## src/rtl/sync_pkg.sv

```systemverilog
// rtl/sync_pkg.sv - shared constants and helpers for the synchronizer/debouncer bank
//
// Contents:
//   SYNC_MIN_STAGES              shallowest synchronizer chain accepted
//   SYNC_DEFAULT_DEBOUNCE_CYCLES default stable-cycle requirement
//   sync_cnt_width()             width of a counter that must hold 0..debounce_cycles
package sync_pkg;

    localparam int SYNC_MIN_STAGES              = 2;
    localparam int SYNC_DEFAULT_DEBOUNCE_CYCLES = 16;

    function automatic int sync_cnt_width(input int debounce_cycles);
        return $clog2(debounce_cycles + 1);
    endfunction

endpackage

```

## src/rtl/sync_debounce_channel.sv

```systemverilog
// rtl/sync_debounce_channel.sv - one-bit synchronizer chain, debouncer and edge pulse registers
//
// Build option: SYNC_DEBOUNCE_EN selects the counting debouncer; when it is
// undefined the channel is a plain synchronizer followed by an edge detector.
//
// Ports:
//   clk     in   system clock, rising edge
//   rst     in   synchronous active-high reset
//   in_bit  in   asynchronous raw input
//   level   out  accepted (stable) level, registered
//   rise    out  one-cycle pulse on an accepted 0->1 change, registered
//   fall    out  one-cycle pulse on an accepted 1->0 change, registered
module sync_debounce_channel
    import sync_pkg::*;
#(
    parameter int STAGES          = SYNC_MIN_STAGES,
    parameter int DEBOUNCE_CYCLES = SYNC_DEFAULT_DEBOUNCE_CYCLES
) (
    input  logic clk,
    input  logic rst,
    input  logic in_bit,
    output logic level,
    output logic rise,
    output logic fall
);

    if (STAGES < SYNC_MIN_STAGES) begin : g_bad_stages
        $error("sync_debounce_channel: STAGES must be at least %0d", SYNC_MIN_STAGES);
    end
    if (DEBOUNCE_CYCLES < 1) begin : g_bad_debounce
        $error("sync_debounce_channel: DEBOUNCE_CYCLES must be at least 1");
    end

    logic [STAGES-1:0] sync_q;
    logic [STAGES-1:0] sync_d;
    logic              sync_s;
    logic              stable_q;
    logic              stable_d;
    logic              rise_q;
    logic              rise_d;
    logic              fall_q;
    logic              fall_d;

    // Bit 0 captures the raw input; the top bit is the metastability-safe sample.
    always_comb begin
        sync_d = {sync_q[STAGES-2:0], in_bit};
    end

    assign sync_s = sync_q[STAGES-1];

`ifdef SYNC_DEBOUNCE_EN
    localparam int               CNT_W    = sync_cnt_width(DEBOUNCE_CYCLES);
    localparam logic [CNT_W-1:0] CNT_LAST = CNT_W'(DEBOUNCE_CYCLES - 1);

    logic [CNT_W-1:0] cnt_q;
    logic [CNT_W-1:0] cnt_d;

    // The counter tracks how many consecutive cycles the synchronized sample
    // has disagreed with the accepted level. The cycle that would make the
    // run DEBOUNCE_CYCLES long accepts the new level instead of counting.
    always_comb begin
        cnt_d    = '0;
        stable_d = stable_q;
        rise_d   = 1'b0;
        fall_d   = 1'b0;
        if (sync_s != stable_q) begin
            if (cnt_q == CNT_LAST) begin
                stable_d = sync_s;
                rise_d   = sync_s;
                fall_d   = ~sync_s;
            end else begin
                cnt_d = cnt_q + 1'b1;
            end
        end
    end

    always_ff @(posedge clk) begin
        if (rst) begin
            cnt_q <= '0;
        end else begin
            cnt_q <= cnt_d;
        end
    end
`else
    // No filtering: the accepted level simply follows the synchronized sample
    // one cycle later, and the pulses mark where the two differ.
    always_comb begin
        stable_d = sync_s;
        rise_d   = sync_s & ~stable_q;
        fall_d   = ~sync_s & stable_q;
    end
`endif

    always_ff @(posedge clk) begin
        if (rst) begin
            sync_q   <= '0;
            stable_q <= 1'b0;
            rise_q   <= 1'b0;
            fall_q   <= 1'b0;
        end else begin
            sync_q   <= sync_d;
            stable_q <= stable_d;
            rise_q   <= rise_d;
            fall_q   <= fall_d;
        end
    end

    assign level = stable_q;
    assign rise  = rise_q;
    assign fall  = fall_q;

endmodule

```

## src/rtl/sync_debounce_bank.sv

```systemverilog
// rtl/sync_debounce_bank.sv - multi-channel input synchronizer/debouncer with edge pulses
//
// Build option: SYNC_DEBOUNCE_EN enables the per-channel debounce counters;
// without it each channel is a synchronizer plus edge detector.
//
// Ports:
//   clk       in   system clock, rising edge
//   rst       in   synchronous active-high reset; also blanks all outputs while high
//   in        in   [CHANNELS] asynchronous raw inputs
//   level     out  [CHANNELS] conditioned level per channel
//   rise      out  [CHANNELS] one-cycle pulse when level goes 0->1
//   fall      out  [CHANNELS] one-cycle pulse when level goes 1->0
//   any_edge  out  OR of every rise and fall pulse
module sync_debounce_bank
    import sync_pkg::*;
#(
    parameter int CHANNELS        = 4,
    parameter int STAGES          = SYNC_MIN_STAGES,
    parameter int DEBOUNCE_CYCLES = SYNC_DEFAULT_DEBOUNCE_CYCLES
) (
    input  logic                clk,
    input  logic                rst,
    input  logic [CHANNELS-1:0] in,
    output logic [CHANNELS-1:0] level,
    output logic [CHANNELS-1:0] rise,
    output logic [CHANNELS-1:0] fall,
    output logic                any_edge
);

    if (CHANNELS < 1) begin : g_bad_channels
        $error("sync_debounce_bank: CHANNELS must be at least 1");
    end

    logic [CHANNELS-1:0] level_raw;
    logic [CHANNELS-1:0] rise_raw;
    logic [CHANNELS-1:0] fall_raw;

    for (genvar i = 0; i < CHANNELS; i++) begin : g_ch
        sync_debounce_channel #(
            .STAGES          (STAGES),
            .DEBOUNCE_CYCLES (DEBOUNCE_CYCLES)
        ) u_ch (
            .clk    (clk),
            .rst    (rst),
            .in_bit (in[i]),
            .level  (level_raw[i]),
            .rise   (rise_raw[i]),
            .fall   (fall_raw[i])
        );
    end

    // Outputs are held low for the whole time rst is high, not just from the
    // first reset edge, so downstream FSMs never see stale pulses during reset.
    always_comb begin
        level    = '0;
        rise     = '0;
        fall     = '0;
        any_edge = 1'b0;
        if (!rst) begin
            level    = level_raw;
            rise     = rise_raw;
            fall     = fall_raw;
            any_edge = |(rise_raw | fall_raw);
        end
    end

endmodule

```

## config.mk

```make
export PLATFORM = sky130hd
export DESIGN_NAME = sync_debounce_bank
export DESIGN_NICKNAME = d
export VERILOG_FILES = /design/src/rtl/sync_pkg.sv /design/src/rtl/sync_debounce_channel.sv /design/src/rtl/sync_debounce_bank.sv
export SDC_FILE = /design/constraint.sdc
export NUM_CORES = 1
export LEC_CHECK = 0
export BUFFER_PORTS_ARGS = -buffer_cell sky130_fd_sc_hd__buf_2
export CORE_UTILIZATION = 42
export DETAILED_ROUTE_END_ITERATION = 8
export PLACE_DENSITY = 0.67
export SETUP_SLACK_MARGIN = 0.5
export SYNTH_ARGS = -nofsm -noshare
export SYNTH_HDL_FRONTEND = slang
export SYNTH_SLANG_ARGS = --single-unit
```

## constraint.sdc

```tcl
create_clock -name clk -period 0.8 [get_ports clk]
set_input_delay 0.08 -clock clk [delete_from_list [all_inputs] [get_ports clk]]
set_output_delay 0.08 -clock clk [all_outputs]
set_load 0.005 [all_outputs]
```

; ---- Word level (Yosys, flattened, before mapping)
; Index checks and enable logic that the tools add are counted.
; W data, S select, Z words.
[word_totals]
ram_bits = 0
romBits = 0
memories = 0
latch_bits = 0
ff_bits = 20
word_cells = 38
[op_classes]
n_mux = 4
shift = 0
div_mod_pow = 0
n_eq_ne = 0
add_sub_neg = 0
magnitude_cmp = 0
n_bitwise = 17
n_mul = 0
reduce_logical = 1
[ops]
columns = operator, n
row1 = $mux W4, 3
row2 = $and A1 B1 Y1, 8
row3 = $not A1 Y1, 8
row4 = $or A4 B4 Y4, 1
row5 = $reduce_or A4 Y1, 1
row6 = $mux W1, 1

; ---- Longest topological paths before layout
[depth]
depth_word = 3
ltp_mapped = 3

; ---- Modules after synthesis
; From an unflattened synthesis, not the netlist that was laid out.
[hier_totals]
cells_unflattened = 56
area_unflattened_um2 = 648.1
[by_module_without_submodules]
columns = mod, cells_per_inst, area_per_inst_um2, seq_area_each_um2, instances
row1 = sync_debounce_channel, 10, 133.9, 100.1, 4
row2 = sync_debounce_bank, 16, 112.6, 0.0, 1

; ---- Worst setup path before layout
; OpenSTA, ideal clock, no wires.
[synth_path]
path_kind = flip-flop to output port
start = reg g_ch[0].u_ch.fall_q
end = out any_edge
stages_incl_launch_ff = 3
n_path_buf = 0
t_arrival_ps = 638
path_slack_ps = 82
cell_sequence = dfxtp_1 > nor4_1 > a21oi_1
[synth_between]
elab_chain_len = 3
[synth_rtl]
columns = item, line
row1 = start: declaration, sync_debounce_channel.sv:41  ; logic fall_q;
row2 = start signal: assignment, sync_debounce_channel.sv:104  ; fall_q <= fall_d;
row3 = $or A4 B4 Y4, sync_debounce_bank.sv:63  ; any_edge = |(rise_raw | fall_raw);
row4 = $reduce_or A4 Y1, sync_debounce_bank.sv:63
row5 = $mux W1, sync_debounce_bank.sv:59  ; if (!rst) begin
row6 = end: declaration, sync_debounce_bank.sv:27  ; output logic any_edge
; Every way passes these cells.

; ---- Final worst setup path
[layout_path]
start = reg g_ch[3].u_ch.rise_q
end = out any_edge
[layout_between]
elab_chain_len = 3
[layout_rtl]
columns = item, line
row1 = start: declaration, sync_debounce_channel.sv:39  ; logic rise_q;
row2 = start signal: assignment, sync_debounce_channel.sv:103  ; rise_q <= rise_d;
row3 = $or A4 B4 Y4, sync_debounce_bank.sv:63
row4 = $reduce_or A4 Y1, sync_debounce_bank.sv:63
row5 = $mux W1, sync_debounce_bank.sv:59
; Every way passes these cells.

==> results.txt <==
Final period util: 152%
Final ANT Viol Nets: 0
Vert. Die Dim: 41.0 µm
# rows: 13
Port Buf Inserts: 18
Layout Utilization: 82.4%
Starting Density: 47.3%
Mapped cell area: 638 µm²
DR iter-0 viols: 2
CP max stage cell: dfxtp_2
Endpoints failing setup: 14
Clk Latency, worst-skew pair: 0.31 ns
Worst Path Max Fanout: 2
Max cap viols: 0
Core area: 1350 µm²
CP max stage delay: 0.35 ns
Final Hold Viols: 2
Unrepaired setup endpoints after global routing: yes
Layout Skew: 0.0128 ns
# diodes: 0
Vias: 460
Wire per inst: 11.9 µm
CP endpoint kind: output port
Die ar.: 1680 µm²
Top cells by area, synth: dfxtp_1 (63%), nor2b_1 (28%), nor2b_2 (4.1%), nor4_1 (2.0%), buf_4 (1.2%)
Placed insts: 90
IO Pins: 19
Drt pass-1 iters: 2
Post-synth top area share: 62.7%
CP Data Required Time: 0.72 ns
Clock tree root driver cell: clkbuf_4
TritonCTS clock tree: yes
Post-synthesis cell type count: 7
Number of clock sinks: 20
First-pass GRT wire length: 1.73 mm
Worst slew margin: 87.6%
WHS Endpoint: g_ch[2].u_ch.sync_q[0]
Vias/cell: 4.55
Tmin final: 1.21 ns
Final GP Congestion: 0.544
F_max: 824 MHz
Clock H-tree levels: 1
Cells after Synth: 57
Synth-to-Final Area Change: 74.3%
Die X-Extent: 41.0 µm
CTS Buf Count: 3
Hold Path Depth: 2
Yosys reg bits: 20
Pwr Density: 1830 nW/µm²
Final Non-Filler Cells: 101
Failing checks: hold timing, setup timing
Leak pwr: 0.462 nW
Setup crit start kind: register
Deepest clock path buffer count: 2
Share of layout cells above drive strength 1: 84.9%
Total Routed Length: 1.20 mm
Hold crit path type: primary input to register
Final #Nets: 93
Final hold slack: -0.0114 ns
Crit Reg-Reg Endpoint: g_ch[1].u_ch.fall
DRC: 0
Status: finished, violations left
Hpwl dp: 745 µm
Syn Area/Cell: 11.2 µm²
R2R depth: 3
Count leader, synth: nor2b_1
Slew @ Worst Pin: 0.185 ns
Reg2Reg Setup Slack: -0.02 ns
# fillers: 75
Max Slew Vio Count: 0
Arrival @ worst endpoint: 1.13 ns
Cells along the critical path: nor4_4 -> a21oi_1 -> buf_2
Worst vdd ir: 0.00214 V
Total GRT Usage: 16.9%
Synth Flop Type: dfxtp_1
Initial antenna violation count: 0
Total grt overflow: 0
Largest net degree at the start of global routing: 14
Reg2reg start: g_ch[1].u_ch.level
Synth warn: 0
Setup CP Type: register to output port
Worst Setup Slack, final: -0.413 ns
Fin Setup TNS: -2.69 ns
Syn_nets: 63
Clock-pin slew of the registers on the worst-case setup and hold paths: 0.11 ns
Vias in the first global route: 420
Post-synth ARST share: 0%
Min-delay src: in[2]
Register area share after synthesis: 62.7%
EDFF count, synth: 0
Synth area leader: dfxtp_1
Top cells by count, synth: nor2b_1 (29), dfxtp_1 (20), nor2b_2 (3)
[critical path, delay by kind of cell (launching register included)]
kind / cells / cell delay (ns)
DFF: 1 / 0.35
and+or+nand+nor: 1 / 0.26
buffers and inverters: 1 / 0.13
AOI/OAI and AO/OA: 1 / 0.09
[stage by stage]
stage | setup WS, ns | total power, mW | hold WS (ns) | instance area (µm²)
after floorplan | 0.0823 | 1.14 | 0.152 | 738
after global placement | -0.0594 | 1.19 | 0.291 | 860
after detailed placement | -0.0681 | 1.19 | 0.300 | 860
after CTS | -0.424 | 2.04 | -0.0241 | 1020
after global routing | -0.485 | 2.12 | -0.0270 | 1110
final | -0.413 | 2.04 | -0.0114 | 1110
[routing by layer]
| metal | track usage (%) | share of wire (%) | up-vias |
|---|---|---|---|
| met3 | 8.15 | 4.7 | 5 |
| met4 | 10.0 | 2.3 | 0 |
| met5 | 0 | 0 | - |
| li1 | - | - | 235 |
| met2 | 28.1 | 53 | 15 |
| met1 | 16.9 | 40 | 205 |
[logic make-up (layout without fill, tap and decap cells)]
group                  after synthesis  count (layout)  synth area share, %
DFF                                 20              20                 62.7
buffers and inverters                2              31                 1.96
AOI/OAI and AO/OA                    1               1                0.784
and+or+nand+nor                     34              34                 34.5
[layout make-up]
type | count | area, µm² | area share [%]
clock inverters | 1 | 30.0 | 2.70
well taps | 15 | 18.8 | 1.69
multi-input cells | 35 | 407 | 36.6
clock buffers | 3 | 22.5 | 2.02
flip-flops and latches | 20 | 422 | 37.9
repair buffers | 27 | 213 | 19.1
[repair_timing]
action / CTS / global route
hold endpoints to repair: 4 / 4
pin swaps: 2 / 0
endpoints found under the setup margin: 29 / 29
setup buffers: 3 / 4
resized for setup: 24 / 11
[sequential cells by signal, summed over array words and instances (netlist names)]
| name | cells |
|---|---|
| g_ch.u_ch.fall | 4 |
| g_ch.u_ch.sync_q | 8 |
| g_ch.u_ch.rise | 4 |
| g_ch.u_ch.level | 4 |
[worst max path at each step]
stage | slack (ns) | end | depth (start not counted) | start
after floorplan | 0.08 | any_edge | 2 | g_ch[0].u_ch.fall
after global placement | -0.06 | any_edge | 3 | g_ch[2].u_ch.rise
after detailed placement | -0.07 | any_edge | 3 | g_ch[2].u_ch.rise
after CTS | -0.42 | any_edge | 3 | g_ch[3].u_ch.rise
after global routing | -0.48 | any_edge | 3 | g_ch[3].u_ch.rise
final | -0.41 | any_edge | 3 | g_ch[3].u_ch.rise
[cell usage in the layout, fill, tap and decap left out]
master,instances
bufinv_16,1
buf_6,6
clkbuf_4,3
buf_4,4
nor4_2,1
nor2b_1,9
nor4_4,1
dfxtp_1,3
buf_12,2
a21oi_1,1
dfxtp_2,17
buf_2,15
nor2b_2,1
nor2b_4,22
[power breakdown]
group          internal (mW)  switching, mW
Clock                  0.507          0.306
Sequential              1.03         0.0180
Combinational          0.105         0.0723
Note: power is estimated with default switching activity, not from simulation.
